==> src/rtl/mem_stage_pkg.sv <==
// Shared pipeline definitions for the MEM stage: widths, FSM encodings and the MEM_WB bundle.
package mem_stage_pkg;

    localparam int PC_W   = 8;
    localparam int REG_W  = 5;
    localparam int DATA_W = 32;

    localparam logic [0:0] ST_IDLE = 1'b0;
    localparam logic [0:0] ST_BUSY = 1'b1;

    typedef struct packed {
        logic              reg_write;
        logic              mem_to_reg;
        logic [DATA_W-1:0] read_data;
        logic [DATA_W-1:0] alu_result;
        logic [REG_W-1:0]  write_reg;
    } mem_wb_t;

    // A bubble carries no control at all; it retires as an all-zero MEM_WB entry.
    function automatic logic is_bubble(input logic mem_read, input logic mem_write,
                                       input logic mem_to_reg, input logic reg_write,
                                       input logic branch);
        return !(mem_read | mem_write | mem_to_reg | reg_write | branch);
    endfunction

endpackage

==> src/rtl/mem_stage_wb_reg.sv <==
// MEM_WB pipeline register: loads on load_en; squash kills the register write of the loaded entry.
module mem_wb_reg
    import mem_stage_pkg::*;
(
    input  logic              clk,
    input  logic              rst,
    input  logic              load_en,
    input  logic              squash,
    input  logic              reg_write_in,
    input  logic              mem_to_reg_in,
    input  logic [DATA_W-1:0] read_data_in,
    input  logic [DATA_W-1:0] alu_result_in,
    input  logic [REG_W-1:0]  write_reg_in,
    output logic              reg_write_out,
    output logic              mem_to_reg_out,
    output logic [DATA_W-1:0] read_data_out,
    output logic [DATA_W-1:0] alu_result_out,
    output logic [REG_W-1:0]  write_reg_out
);

    mem_wb_t wb_q;
    mem_wb_t wb_d;

    always_comb begin
        wb_d = wb_q;
        if (load_en) begin
            wb_d.reg_write  = reg_write_in && !squash;
            wb_d.mem_to_reg = mem_to_reg_in;
            wb_d.read_data  = read_data_in;
            wb_d.alu_result = alu_result_in;
            wb_d.write_reg  = write_reg_in;
        end
    end

    always_ff @(posedge clk or posedge rst) begin
        if (rst) begin
            wb_q <= '0;
        end else begin
            wb_q <= wb_d;
        end
    end

    assign reg_write_out  = wb_q.reg_write;
    assign mem_to_reg_out = wb_q.mem_to_reg;
    assign read_data_out  = wb_q.read_data;
    assign alu_result_out = wb_q.alu_result;
    assign write_reg_out  = wb_q.write_reg;

endmodule

==> src/rtl/mem_stage.sv <==
// Pipeline MEM stage: branch resolution, req/ack data-memory access with stall and timeout,
// and the MEM_WB register.
module mem_stage
    import mem_stage_pkg::*;
#(
    parameter int ADDR_W      = 8,
    parameter int TIMEOUT_CYC = 15
) (
    input  logic              clk,
    input  logic              rst,
    input  logic              EX_MEM_MemRead,
    input  logic              EX_MEM_MemWrite,
    input  logic              EX_MEM_MemtoReg,
    input  logic              EX_MEM_RegWrite,
    input  logic              EX_MEM_Branch,
    input  logic [DATA_W-1:0] EX_MEM_ALUResult,
    input  logic [PC_W-1:0]   EX_MEM_BranchTarget,
    input  logic [DATA_W-1:0] EX_MEM_WriteData,
    input  logic [REG_W-1:0]  EX_MEM_WriteReg,
    output logic              Stall,
    output logic              BranchTaken,
    output logic [PC_W-1:0]   BranchTarget,
    output logic              dmem_req,
    output logic              dmem_we,
    output logic [ADDR_W-1:0] dmem_addr,
    output logic [DATA_W-1:0] dmem_wdata,
    input  logic [DATA_W-1:0] dmem_rdata,
    input  logic              dmem_ack,
    output logic              MEM_WB_RegWrite,
    output logic              MEM_WB_MemtoReg,
    output logic [DATA_W-1:0] MEM_WB_ReadData,
    output logic [DATA_W-1:0] MEM_WB_ALUResult,
    output logic [REG_W-1:0]  MEM_WB_WriteReg,
    output logic              MemError
);

    localparam int CNT_W = $clog2(TIMEOUT_CYC + 1);
    localparam logic [CNT_W-1:0] CNT_MAX = CNT_W'(TIMEOUT_CYC);

    logic [0:0]        state_q, state_d;
    logic              req_q, req_d;
    logic              we_q, we_d;
    logic [ADDR_W-1:0] addr_q, addr_d;
    logic [DATA_W-1:0] wdata_q, wdata_d;
    logic [CNT_W-1:0]  cnt_q, cnt_d;
    logic              mem_error_q, mem_error_d;

    logic    mem_op;
    logic    stall;
    logic    wb_load;
    logic    wb_squash;
    mem_wb_t wb_in;

    assign mem_op = EX_MEM_MemRead | EX_MEM_MemWrite;

    always_comb begin
        state_d     = state_q;
        req_d       = req_q;
        we_d        = we_q;
        addr_d      = addr_q;
        wdata_d     = wdata_q;
        cnt_d       = cnt_q;
        mem_error_d = mem_error_q;
        stall       = 1'b0;
        wb_load     = 1'b0;
        wb_squash   = 1'b0;
        wb_in       = '0;

        case (state_q)
            ST_IDLE: begin
                if (mem_op) begin
                    // The counter starts at 1 so it equals the number of BUSY cycles seen so far.
                    stall   = 1'b1;
                    state_d = ST_BUSY;
                    req_d   = 1'b1;
                    we_d    = EX_MEM_MemWrite;
                    addr_d  = EX_MEM_ALUResult[ADDR_W-1:0];
                    wdata_d = EX_MEM_WriteData;
                    cnt_d   = CNT_W'(1);
                end else begin
                    wb_load = 1'b1;
                    if (!is_bubble(EX_MEM_MemRead, EX_MEM_MemWrite, EX_MEM_MemtoReg,
                                   EX_MEM_RegWrite, EX_MEM_Branch)) begin
                        wb_in.reg_write  = EX_MEM_RegWrite;
                        wb_in.mem_to_reg = EX_MEM_MemtoReg;
                        wb_in.alu_result = EX_MEM_ALUResult;
                        wb_in.write_reg  = EX_MEM_WriteReg;
                    end
                end
            end
            ST_BUSY: begin
                if (dmem_ack || cnt_q == CNT_MAX) begin
                    // EX_MEM is held by the stall, so its fields still describe this access.
                    wb_load          = 1'b1;
                    wb_squash        = !dmem_ack;
                    wb_in.reg_write  = EX_MEM_RegWrite;
                    wb_in.mem_to_reg = EX_MEM_MemtoReg;
                    wb_in.read_data  = (dmem_ack && !we_q) ? dmem_rdata : '0;
                    wb_in.alu_result = EX_MEM_ALUResult;
                    wb_in.write_reg  = EX_MEM_WriteReg;
                    mem_error_d      = mem_error_q | !dmem_ack;
                    state_d          = ST_IDLE;
                    req_d            = 1'b0;
                    cnt_d            = '0;
                end else begin
                    stall = 1'b1;
                    cnt_d = cnt_q + CNT_W'(1);
                end
            end
            default: begin
                state_d = ST_IDLE;
                req_d   = 1'b0;
                cnt_d   = '0;
            end
        endcase
    end

    always_ff @(posedge clk or posedge rst) begin
        if (rst) begin
            state_q     <= ST_IDLE;
            req_q       <= 1'b0;
            we_q        <= 1'b0;
            addr_q      <= '0;
            wdata_q     <= '0;
            cnt_q       <= '0;
            mem_error_q <= 1'b0;
        end else begin
            state_q     <= state_d;
            req_q       <= req_d;
            we_q        <= we_d;
            addr_q      <= addr_d;
            wdata_q     <= wdata_d;
            cnt_q       <= cnt_d;
            mem_error_q <= mem_error_d;
        end
    end

    mem_wb_reg u_mem_wb_reg (
        .clk            (clk),
        .rst            (rst),
        .load_en        (wb_load),
        .squash         (wb_squash),
        .reg_write_in   (wb_in.reg_write),
        .mem_to_reg_in  (wb_in.mem_to_reg),
        .read_data_in   (wb_in.read_data),
        .alu_result_in  (wb_in.alu_result),
        .write_reg_in   (wb_in.write_reg),
        .reg_write_out  (MEM_WB_RegWrite),
        .mem_to_reg_out (MEM_WB_MemtoReg),
        .read_data_out  (MEM_WB_ReadData),
        .alu_result_out (MEM_WB_ALUResult),
        .write_reg_out  (MEM_WB_WriteReg)
    );

    // A branch paired with a memory op resolves only once the access stops stalling.
    assign BranchTaken  = EX_MEM_Branch && (EX_MEM_ALUResult == '0) && !stall;
    assign BranchTarget = BranchTaken ? EX_MEM_BranchTarget : '0;

    assign Stall      = stall;
    assign dmem_req   = req_q;
    assign dmem_we    = req_q & we_q;
    assign dmem_addr  = addr_q;
    assign dmem_wdata = wdata_q;
    assign MemError   = mem_error_q;

endmodule

==> config.mk <==
export PLATFORM = sky130hd
export DESIGN_NAME = mem_stage
export DESIGN_NICKNAME = d
export VERILOG_FILES = /design/src/rtl/mem_stage_pkg.sv /design/src/rtl/mem_stage_wb_reg.sv /design/src/rtl/mem_stage.sv
export SDC_FILE = /design/constraint.sdc
export NUM_CORES = 1
export LEC_CHECK = 0
export BUFFER_PORTS_ARGS = -buffer_cell sky130_fd_sc_hd__buf_2
export CAP_MARGIN = 20
export CORE_UTILIZATION = 40
export CTS_BUF_LIST = sky130_fd_sc_hd__clkbuf_2
export DETAILED_ROUTE_END_ITERATION = 7
export PLACE_DENSITY = 0.72
export SYNTH_ARGS = -nofsm -noshare
export SYNTH_HDL_FRONTEND = slang
export SYNTH_SLANG_ARGS = --single-unit
==> constraint.sdc <==
create_clock -name clk -period 7.4 [get_ports clk]
set_input_delay 1.48 -clock clk [delete_from_list [all_inputs] [get_ports clk]]
set_output_delay 1.48 -clock clk [all_outputs]
set_load 0.005 [all_outputs]
==> results_dict.tcl <==
set metrics [dict create \
    cp_slowest_cell "nor4_1" \
    cts_tree "built" \
    die_h_um 109 \
    period_share_pct 61.6 \
    synth_most_common_cell "dfrtp_1" \
    hold_viol 0 \
    place_area_sq_mm 0.00591 \
    synth_top_flop_cell "dfrtp_1" \
    fin_crit_ns 4.56 \
    drtPass1Iterations 4 \
    clk_path_buf_depth 2 \
    slew_headroom_pct 37.4 \
    required_ns 5.92 \
    drc_errors 0 \
    wl_mm 11.9 \
    core_area_sq_mm 0.0110 \
    io-pin-count 241 \
    cellLeakagePower_uw 0.00315 \
    routedWlPerCell_um 16.9 \
    slew_violations 0 \
    area_growth_pct 34.5 \
    arrival_ns 3.08 \
    clock.fmax_mhz 219 \
    synthAdderAreaFrac_pct 0.274 \
    vias_per_cell 5.10 \
    design_area_sq_mm 0.00614 \
    grt_pass1_vias 3570 \
    port_buffers 240 \
    netlist_instances 307 \
    grt_overflow 0 \
    dpl.cell_count 672 \
    clk_pin_slew_worst_paths_ns 0.17 \
    synth_mux_area_share_pct 10.4 \
    synth_edf_count 0 \
    start_util_pct 41.6 \
    tightest_slew_ns 0.938 \
    diodes 0 \
    grt_max_degree 68 \
    status "finished, final reports clean" \
    antenna_left 0 \
    synth-simple-area-share_pct 5.51 \
    synth_area_leaders "dfrtp_1 65%, a22o_1 14%, mux2_2 10%" \
    synth_seq_cells 119 \
    dp_hpwl_mm 8.56 \
    drt_iter0_drc 181 \
    p_per_area_mw_per_mm2 262 \
    ir_worst_vdd_v 0.000158 \
    synth.cell_area_sq_mm 0.00456 \
    async_flop_share_pct 100 \
    synth_top_area_share_pct 65.2 \
    synth_top_area_cell "dfrtp_1" \
    grt_use_total_pct 20.0 \
    num_vias 3593 \
    htreeDepth 4 \
    die_w_um 109 \
    synth_compound_area_share_pct 15.7 \
    placementRows 38 \
    nets 669 \
    ys_seq_area_share_pct 65.2 \
    path_cells "buf_2 -> nor4_1 -> nand4_1 -> nor4_1 -> buf_2" \
    rsz0062_at_grt "no" \
    crit_path_end_kind "output port" \
    critical_path_class "input port to output port" \
    crit_fanout 9 \
    synth_top_family_by_area "compound AO/OA/AOI/OAI gates" \
    cts_resized 0 \
    yosysUniqueCellTypes 30 \
    cts_sinks 119 \
    skew_ns 0.0336 \
    synth_xor_area_share_pct 0.192 \
    antenna_found_initial 0 \
    start_kind "input port" \
    gp_congestion 0.778 \
    cts_root_buf "clkbuf_2" \
    cts-buffers-inserted 17 \
    finalNonFillerCells 704 \
    final-setup-viol-count 0 \
    worstSkewPairLatency_ns 0.68 \
    synthTopCellsByCount "119 x dfrtp_1, 71 x a22o_1, 42 x mux2_2" \
    grt_pass1_wl_mm 17.5 \
    die-area_sq_mm 0.0118 \
    maxCapViolCount 0 \
    post_cts_buffers 0 \
    drive_gt1_share_pct 57.3 \
    hold_path_class "register to register" \
    synth.avg_cell_area_sq_um 14.9 \
    yosysWarnings 0 \
    hold_ws_ns 0.496 \
    cts_hold_buf 0 \
    synthesis.nets 425 \
    tns_ns 0 \
    slowest_delay_ns 0.47 \
]
-- worst paths after layout --
path / startpoint / endpoint / slack [ns] / depth (start not counted)
max in group asynchronous: rst / u_mem_wb_reg.write_reg_out[2] / 5.23 / 3
hold / removal: MemError / MemError / 0.50 / 1
setup reg to reg: cnt_q[0] / u_mem_wb_reg.read_data_out[8] / 4.72 / 5
min in group asynchronous: rst / dmem_wdata[17] / 0.89 / 2
setup / recovery: EX_MEM_ALUResult[25] / BranchTarget[6] / 2.84 / 5
hold reg to reg: MemError / MemError / 0.50 / 1
-- logic make-up after synthesis --
family / count (synthesis)
AND/OR/NAND/NOR: 42
XOR/XNOR: 1
AO/OA/AOI/OAI: 81
flip-flops: 119
buffers and inverters: 21
adder cells (fa/ha/maj): 1
multiplexers: 42
-- flip-flops by register name (all words and copies together) (netlist names) --
register and flops:
u_mem_wb_reg.mem_to_reg_out 1, u_mem_wb_reg.alu_result_out 32, we_q 1, dmem_req 1, cnt_q 4, MemError 1, u_mem_wb_reg.read_data_out 32, u_mem_wb_reg.write_reg_out 5
dmem_wdata 32, state_q 1, dmem_addr 8, u_mem_wb_reg.reg_write_out 1
-- through the flow --
stage	utilization [%]	power, uW	setup slack (ns)
floorplan	-	1030	2.76
global placement	53.4	1210	2.92
detailed placement	53.8	1230	2.81
CTS	55.9	1630	2.82
global route	55.9	1700	2.59
finish	55.9	1610	2.84
-- routing by layer --
layer  wire length [um]  vias up  track usage, %
met5                  0        -               0
met4                229        0            10.1
met3               1020       19            6.99
met2               5760      179            32.8
met1               4880     1728            23.1
li1                   -     1667               -
-- placed cells by master, fill, tap and decap left out, types with 2 or more instances in the layout --
master      netlist  final
nand2_1           2      2
clkbuf_2          0     18
buf_2            11    240
clkinvlp_4        0      5
bufinv_16         0      2
and2_1            2      2
clkinv_4          0      2
clkinv_1          0      4
buf_4             0      2
o21ai_0           2      2
a22o_1           71     71
nand2b_1          2      2
mux2_2           42     42
nor2_1            3      2
nand3_1          11     11
nor4_1           14     14
nor3_1            2      2
dfrtp_1         119    119
-- cell type report --
type,count,area [sq um]
multi-input cells,167,1490
inverters,2,10.0
well taps,140,175
fillers,950,4850
clock inverters,14,135
repair buffers,244,1260
flip-flops and latches,119,2980
clock buffers,18,90.1
-- critical path, delay by kind of cell --
family	cells	cell delay, ns
buf+inv	2	0.27
simple gates	3	1.32
-- report_power, final --
part | internal, uW | leakage, uW | switching [uW]
sequential | 771 | 0.00147 | 65.2
clock | 151 | 0.000122 | 245
combinational | 209 | 0.00156 | 167
Power figures use the tool's default switching activity.
